==> config.mk <==
export PLATFORM = sky130hd
export DESIGN_NAME = coin_pulse_conditioner
export DESIGN_NICKNAME = d
export VERILOG_FILES = /design/src/rtl/vend_pkg.sv /design/src/rtl/coin_debounce.sv /design/src/rtl/coin_pulse_conditioner.sv
export SDC_FILE = /design/constraint.sdc
export NUM_CORES = 1
export LEC_CHECK = 0
export ABC_CLOCK_PERIOD_IN_PS = 3560
export CORE_ASPECT_RATIO = 1.2
export CORE_MARGIN = 1.5
export CORE_UTILIZATION = 46
export CTS_CLUSTER_SIZE = 40
export DETAILED_ROUTE_END_ITERATION = 6
export DONT_BUFFER_PORTS = 1
export HOLD_SLACK_MARGIN = 0.15
export PLACE_DENSITY = 0.69
export SLEW_MARGIN = 10
export SYNTH_ARGS = -nofsm -noshare
export SYNTH_HDL_FRONTEND = slang
export SYNTH_SLANG_ARGS = --single-unit
==> constraint.sdc <==
create_clock -name clk -period 3.56 [get_ports clk]
set_input_delay 0.712 -clock clk [delete_from_list [all_inputs] [get_ports clk]]
set_output_delay 0.712 -clock clk [all_outputs]
set_load 0.1 [all_outputs]
==> src/rtl/vend_pkg.sv <==
// vend_pkg: state encoding and coin values shared by the coin front end and the seller stage.
package vend_pkg;
  typedef enum logic {ST_IDLE, ST_LOCK} vend_state_t;
  localparam int COIN_05 = 1;
  localparam int COIN_10 = 2;
endpackage

==> src/rtl/coin_debounce.sv <==
// coin_debounce: 2-flop synchroniser, debounce counter and registered rising-edge detect for one coin line.
module coin_debounce #(
  parameter int DEBOUNCE_CYCLES = 16,
  parameter int CNT_W = 5
) (
  input  logic clk,
  input  logic rst,
  input  logic raw,
  output logic level,
  output logic rise
);
  logic [1:0] r_sync;
  logic [CNT_W-1:0] r_cnt;
  logic r_level;
  logic r_prev;
  logic r_rise;
  always_ff @(posedge clk) begin
    if (!rst) begin
      r_sync <= '0;
      r_cnt <= '0;
      r_level <= 1'b0;
      r_prev <= 1'b0;
      r_rise <= 1'b0;
    end else begin
      r_sync <= {r_sync[0], raw};
      r_prev <= r_level;
      r_rise <= r_level & ~r_prev;
      // any sample matching the accepted level restarts the stability count
      if (r_sync[1] == r_level)
        r_cnt <= '0;
      else if (r_cnt == CNT_W'(DEBOUNCE_CYCLES - 1)) begin
        r_level <= r_sync[1];
        r_cnt <= '0;
      end else
        r_cnt <= r_cnt + 1'b1;
    end
  end
  assign level = r_level;
  assign rise = r_rise;
endmodule

==> src/rtl/coin_pulse_conditioner.sv <==
// coin_pulse_conditioner: turns raw coin sensor lines into exclusive d1/d2/reject pulses with post-coin lockout.
module coin_pulse_conditioner
  import vend_pkg::*;
#(
  parameter int DEBOUNCE_CYCLES = 16,
  parameter int LOCKOUT_CYCLES = 8,
  parameter int CNT_W = 5
) (
  input  logic clk,
  input  logic rst,
  input  logic coin5_raw,
  input  logic coin10_raw,
  input  logic accept_en,
  output logic d1,
  output logic d2,
  output logic reject,
  output logic locked
);
  vend_state_t r_state, w_state_nx;
  logic [CNT_W-1:0] r_cnt, w_cnt_nx;
  logic r_d1, r_d2, r_rej;
  logic w_d1_nx, w_d2_nx, w_rej_nx;
  logic w_rise5, w_rise10, w_lvl5, w_lvl10;
  logic w_idle, w_last, w_any, w_both;
  logic w_unused;
  coin_debounce #(.DEBOUNCE_CYCLES(DEBOUNCE_CYCLES), .CNT_W(CNT_W)) u_deb5 (
    .clk(clk), .rst(rst), .raw(coin5_raw), .level(w_lvl5), .rise(w_rise5)
  );
  coin_debounce #(.DEBOUNCE_CYCLES(DEBOUNCE_CYCLES), .CNT_W(CNT_W)) u_deb10 (
    .clk(clk), .rst(rst), .raw(coin10_raw), .level(w_lvl10), .rise(w_rise10)
  );
  assign w_unused = w_lvl5 ^ w_lvl10;
  always_comb begin
    w_any = w_rise5 | w_rise10;
    w_both = w_rise5 & w_rise10;
    w_idle = (r_state == ST_IDLE);
    w_last = (r_cnt == CNT_W'(LOCKOUT_CYCLES - 1));
    w_d1_nx = w_idle & w_rise5 & ~w_rise10 & accept_en;
    w_d2_nx = w_idle & w_rise10 & ~w_rise5 & accept_en;
    // during lockout every event is returned; lockout length is not extended by it
    w_rej_nx = w_idle ? (w_both | (w_any & ~accept_en)) : w_any;
    w_state_nx = w_idle ? (w_any ? ST_LOCK : ST_IDLE) : (w_last ? ST_IDLE : ST_LOCK);
    w_cnt_nx = (w_idle | w_last) ? '0 : r_cnt + 1'b1;
  end
  always_ff @(posedge clk) begin
    if (!rst) begin
      r_state <= ST_IDLE;
      r_cnt <= '0;
      r_d1 <= 1'b0;
      r_d2 <= 1'b0;
      r_rej <= 1'b0;
    end else begin
      r_state <= w_state_nx;
      r_cnt <= w_cnt_nx;
      r_d1 <= w_d1_nx;
      r_d2 <= w_d2_nx;
      r_rej <= w_rej_nx;
    end
  end
  assign d1 = r_d1;
  assign d2 = r_d2;
  assign reject = r_rej;
  assign locked = (r_state == ST_LOCK);
endmodule

==> impl_metrics.yaml, run 1 <==
outcome:
  run_status: "completed"
synth:
  async_reset_ff_share_pct: 0
  syn_avg_cell_area_sq_um: 10.5
  synth_fp_nets: 107
  netlist_instances: 97
  synth_top_area_cell: "dfxtp_1"
  seq_area_frac_synth_pct: 57.0
  synth_cell_types: 21
  netlist_area_sq_um: 1020
  synth_common_cells: "29 x dfxtp_1, 17 x nor2_1, 6 x and2_1, 6 x inv_1, 6 x xor2_1"
  yosysTopAreaCellShare_pct: 57.0
  synth_ff_type: "dfxtp_1"
  yosysWarnings: 0
  synth_enable_flop_cells: 0
  ys_ff_latch: 29
  yosysMostFrequentCell: "dfxtp_1"
  ys_top_cells_by_area: "dfxtp_1 57%, nor2_1 6.3%, ha_1 6.1%"
floorplanning:
  row_count: 18
  start_util_pct: 49.2
  coreArea_sq_um: 2070
  die_h_um: 54.5
  dieArea_sq_um: 2510
  ios: 9
  die_w_um: 46.0
cells_and_area:
  area_growth_pct: 7.98
  fin_nets: 113
  drive_gt1_share_pct: 8.65
  ff_latch_area_sq_um: 581
  antenna_cells: 0
  final_cells: 134
  fillCellCount: 201
  multi_input_area_sq_um: 410
routing:
  drtPass1Iterations: 4
  routed_via_density: 4.66
  vias: 625
  ant_nets: 0
  wl_mm: 1.35
  avgRoutedWirePerCell_um: 10.1
  route.detailed.drc: 0
  drt_iter0_drc: 5
sta:
  finalSetupTns_ns: 0
  worst_pin_slew_ns: 1.01
  fin_skew_ns: 0.00593
  setup_violations: 0
  fmax_mhz: 493
  period_needed_ns: 2.03
  hold_viol: 0
  rsz0062_at_grt: "no"
  slew_violations: 0
  slew_headroom_pct: 32.7
  post-route-period-util_pct: 56.9
cts:
  hold_buffers: 0
  clockRootBuffer: "clkbuf_4"
  clk_latency_ns: 0.32
  numCtsBuffers: 5
  postCtsSetupRepairBufs: 0
  clk_path_buf_depth: 2
  cts_resized: 0
  cts_tree: "yes"
  cts_max_level: 2
  cts.sink_count: 29
  path_clk_slew_ns: 0.08
global_routing:
  grt_pass1_vias: 612
  antenna_found_initial: 0
  grt_overflow: 0
  track_usage_pct: 14.8
  grt_pass1_wl_mm: 2.40
  grt_max_degree: 14
placed_design:
  dp_cells: 126
  dp_hpwl_um: 969
  portBuffers: 0
  gp_congestion: 0.707
setup_path:
  regToRegStartpoint: "locked"
  critPathKind: "flip-flop to output port"
  worstPathRequired_ns: 2.85
  path_max_fanout: 4
  cp-start-kind: "flip-flop"
  cp-startpoint: "locked"
  end_kind: "output port"
  cp.arrival_ns: 1.31
job:
  drv_cap: 0
worst_hold_path:
  hp-class: "flip-flop to flip-flop"
  hold_path.startpoint: "u_deb10.r_prev"
power:
  power_density_nw_per_um2: 469
  total_leakage_power_uw: 0.000428
  vdd_drop_max_v: 0.000303
## logic make-up (layout without fill, tap and decap cells)
family	count (synthesis)	in the layout	share of synthesized area, %
flops	29	29	57.0
xor+xnor	9	9	7.74
fa+ha+maj	5	5	6.14
mux	2	2	1.97
compound gates	4	4	2.70
buf+inv	7	14	2.70
simple gates	41	41	21.7
## metal layers
layer  GRT usage [%]  vias to the layer above  share of wire [%]
met5               0                        -                  0
met4            12.9                        0                4.2
met3            7.92                        8                5.8
met2            22.2                       16                 48
met1            14.4                      280                 42
li1                -                      321                  -
## layout by cell type (no fill, tap or decap), drive strengths merged, types with 3 or more instances in the layout
cell / n
inv: 6
xnor2: 3
ha: 5
dfxtp: 29
and2: 6
clkbuf: 8
nor2: 17
nand3: 4
xor2: 6
nor2b: 4
## final timing paths
check / cells after the start / end / slack, ns
worst max-delay path: 0 / locked / 1.53
worst min-delay path: 1 / u_deb10.rise / 0.39
worst max register to register: 3 / r_cnt[3] / 1.88
worst min register to register: 1 / u_deb10.rise / 0.39
## registers in the layout, indices dropped and copies added (netlist names), 2 cells and up
signal	cells
r_cnt	5
u_deb10.r_cnt	5
u_deb10.r_sync	2
u_deb5.r_cnt	5
u_deb5.r_sync	2
## cell type report
type,instances,area share [%]
Sequential cell,29,52.8
Multi-Input combinational cell,61,37.3
Clock buffer,8,4.44
Tap cell,30,3.41
Inverter,6,2.05
## report_power, final
group / internal [uW] / switching (uW)
clock network: 78.5 / 103
registers: 327 / 1.25
logic: 3.47 / 3.11
## through the flow
stage | total power (uW) | hold WS, ns | utilization (%) | instance area, sq um | worst slack [ns]
2_1_floorplan | 342 | 0.367 | - | 1020 | 1.90
3_3_place_gp | 342 | 0.372 | 50.7 | 1050 | 1.88
3_5_place_dp | 342 | 0.380 | 50.7 | 1050 | 1.88
4_1_cts | 523 | 0.392 | 53.1 | 1100 | 1.52
5_1_grt | 540 | 0.411 | 53.1 | 1100 | 1.49
6_report | 516 | 0.385 | 53.1 | 1100 | 1.53
Power figures use the tool's default switching activity.
==> inputs of run 2 (changes only) <==
--- a/config.mk
+++ b/config.mk
@@ -5,7 +5,7 @@
 export SDC_FILE = /design/constraint.sdc
 export NUM_CORES = 1
 export LEC_CHECK = 0
-export ABC_CLOCK_PERIOD_IN_PS = 3560
+export ABC_CLOCK_PERIOD_IN_PS = 2110
 export CORE_ASPECT_RATIO = 1.2
 export CORE_MARGIN = 1.5
 export CORE_UTILIZATION = 46
==> constraint.sdc (replaced) <==
create_clock -name clk -period 2.11 [get_ports clk]
set_input_delay 0.422 -clock clk [delete_from_list [all_inputs] [get_ports clk]]
set_output_delay 0.422 -clock clk [all_outputs]
set_load 0.1 [all_outputs]
==> impl_metrics.yaml, run 2 (synthesis results as in run 1) <==
floorplanning:
  row_count: 18
  die_w_um: 46.0
  coreArea_sq_um: 2070
  ios: 9
  dieArea_sq_um: 2510
  start_util_pct: 49.2
  die_h_um: 54.5
placed_design:
  place_ws_ns: 0.736
  dp_cells: 130
  gp_congestion: 0.701
  placed_area_sq_um: 1080
  dp_hpwl_um: 888
  portBuffers: 0
sta:
  rsz0062_at_grt: "no"
  worst_pin_slew_ns: 0.280
  layout_setup_ws_ns: 0.698
  post-route-period-util_pct: 66.9
  setup_violations: 0
  slew_headroom_pct: 81.5
  finalSetupTns_ns: 0
  fmax_mhz: 708
  slew_violations: 0
  period_needed_ns: 1.41
  fin_skew_ns: 0.0102
  hold_viol: 0
routing:
  wl_mm: 1.18
  drtPass1Iterations: 2
  routed_via_density: 4.58
  vias: 632
  ant_nets: 0
  route.detailed.drc: 0
  avgRoutedWirePerCell_um: 8.54
  drt_iter0_drc: 4
cells_and_area:
  area_growth_pct: 13.0
  layout_common_cells: "29 x dfxtp_1, 17 x nor2_1, 6 x inv_1, 6 x and2_1, 6 x xor2_1"
  mostFrequentLayoutCell: "dfxtp_1"
  fin_nets: 117
  reg_top3: "r_cnt x5, u_deb10.r_cnt x5, u_deb5.r_cnt x5"
  antenna_cells: 0
  final_util_pct: 55.6
  final_cells: 138
  design_area_sq_um: 1150
  drive_gt1_share_pct: 14.8
setup_path:
  critPathKind: "flip-flop to output port"
  crit_buf_inv: 1
  r2r_slack_ns: 0.74
  end_kind: "output port"
  worstPathRequired_ns: 1.69
  max_stage_delay_ns: 0.37
  cp_slowest_cell: "dfxtp_1"
  cp_cell_sequence: "buf_4"
  crit_family: "flip-flops"
  path_max_fanout: 4
  cp.arrival_ns: 0.99
  cp-start-kind: "flip-flop"
global_routing:
  grt_max_degree: 14
  track_usage_pct: 12.3
  grt_overflow: 0
  antenna_found_initial: 0
  grt_pass1_vias: 563
  grt_pass1_wl_mm: 1.99
power:
  power_density_nw_per_um2: 807
  total_leakage_power_uw: 0.000465
  vdd_drop_max_v: 0.000469
cts:
  cts_max_level: 2
  cts.sink_count: 29
  postCtsSetupRepairBufs: 0
  clockRootBuffer: "clkbuf_4"
  cts_tree: "yes"
  numCtsBuffers: 5
  clk_latency_ns: 0.31
  cts_resized: 0
  hold_buffers: 0
  clk_path_buf_depth: 2
  path_clk_slew_ns: 0.09
worst_hold_path:
  hp-class: "input port to flip-flop"
job:
  drv_cap: 0
outcome:
  run_status: "completed"
run 2: worst register-to-register path, cell delays in order (launching register included):
cell and delay (ns):
dfxtp_1 0.33, ha_1 0.21, and3_1 0.18, ha_1 0.19
nand3b_1 0.25, nor2_1 0.14
run 2: final timing paths:
path	startpoint	endpoint	depth (start not counted)
setup reg to reg	u_deb10.r_cnt[0]	u_deb10.r_cnt[4]	5
setup / recovery	locked	locked	1
hold reg to reg	u_deb10.r_prev	u_deb10.rise	1
hold / removal	rst	u_deb10.r_sync[0]	1
run 2: metrics by stage:
step	hold slack (ns)	power [uW]
floorplan	0.367	578
global placement	0.372	577
detailed placement	0.379	577
CTS	0.215	944
global route	0.206	972
finish	0.229	929
run 2: area by class of cell:
cell class              instances  area (sq um)
repair buffers                  4          30.0
well taps                      30          37.5
flip-flops and latches         29           581
clock inverters                 1          5.00
clock buffers                   7          65.1
fillers                       200           921
inverters                       6          22.5
multi-input cells              61           410
run 2: per-layer routing:
layer / wire, um / share of wire [%] / track usage [%]
met2: 569 / 48 / 20.4
met4: 31 / 2.6 / 10.0
met5: 0 / 0 / 0
met1: 510 / 43 / 10.6
met3: 68 / 5.8 / 6.93
run 2: where the power goes:
group / leakage (uW) / total, uW / switching (uW) / internal [uW]
registers: 0.000235 / 553 / 2.01 / 551
logic: 0.000189 / 10.7 / 4.82 / 5.83
clock network: 0.0000413 / 364 / 172 / 193
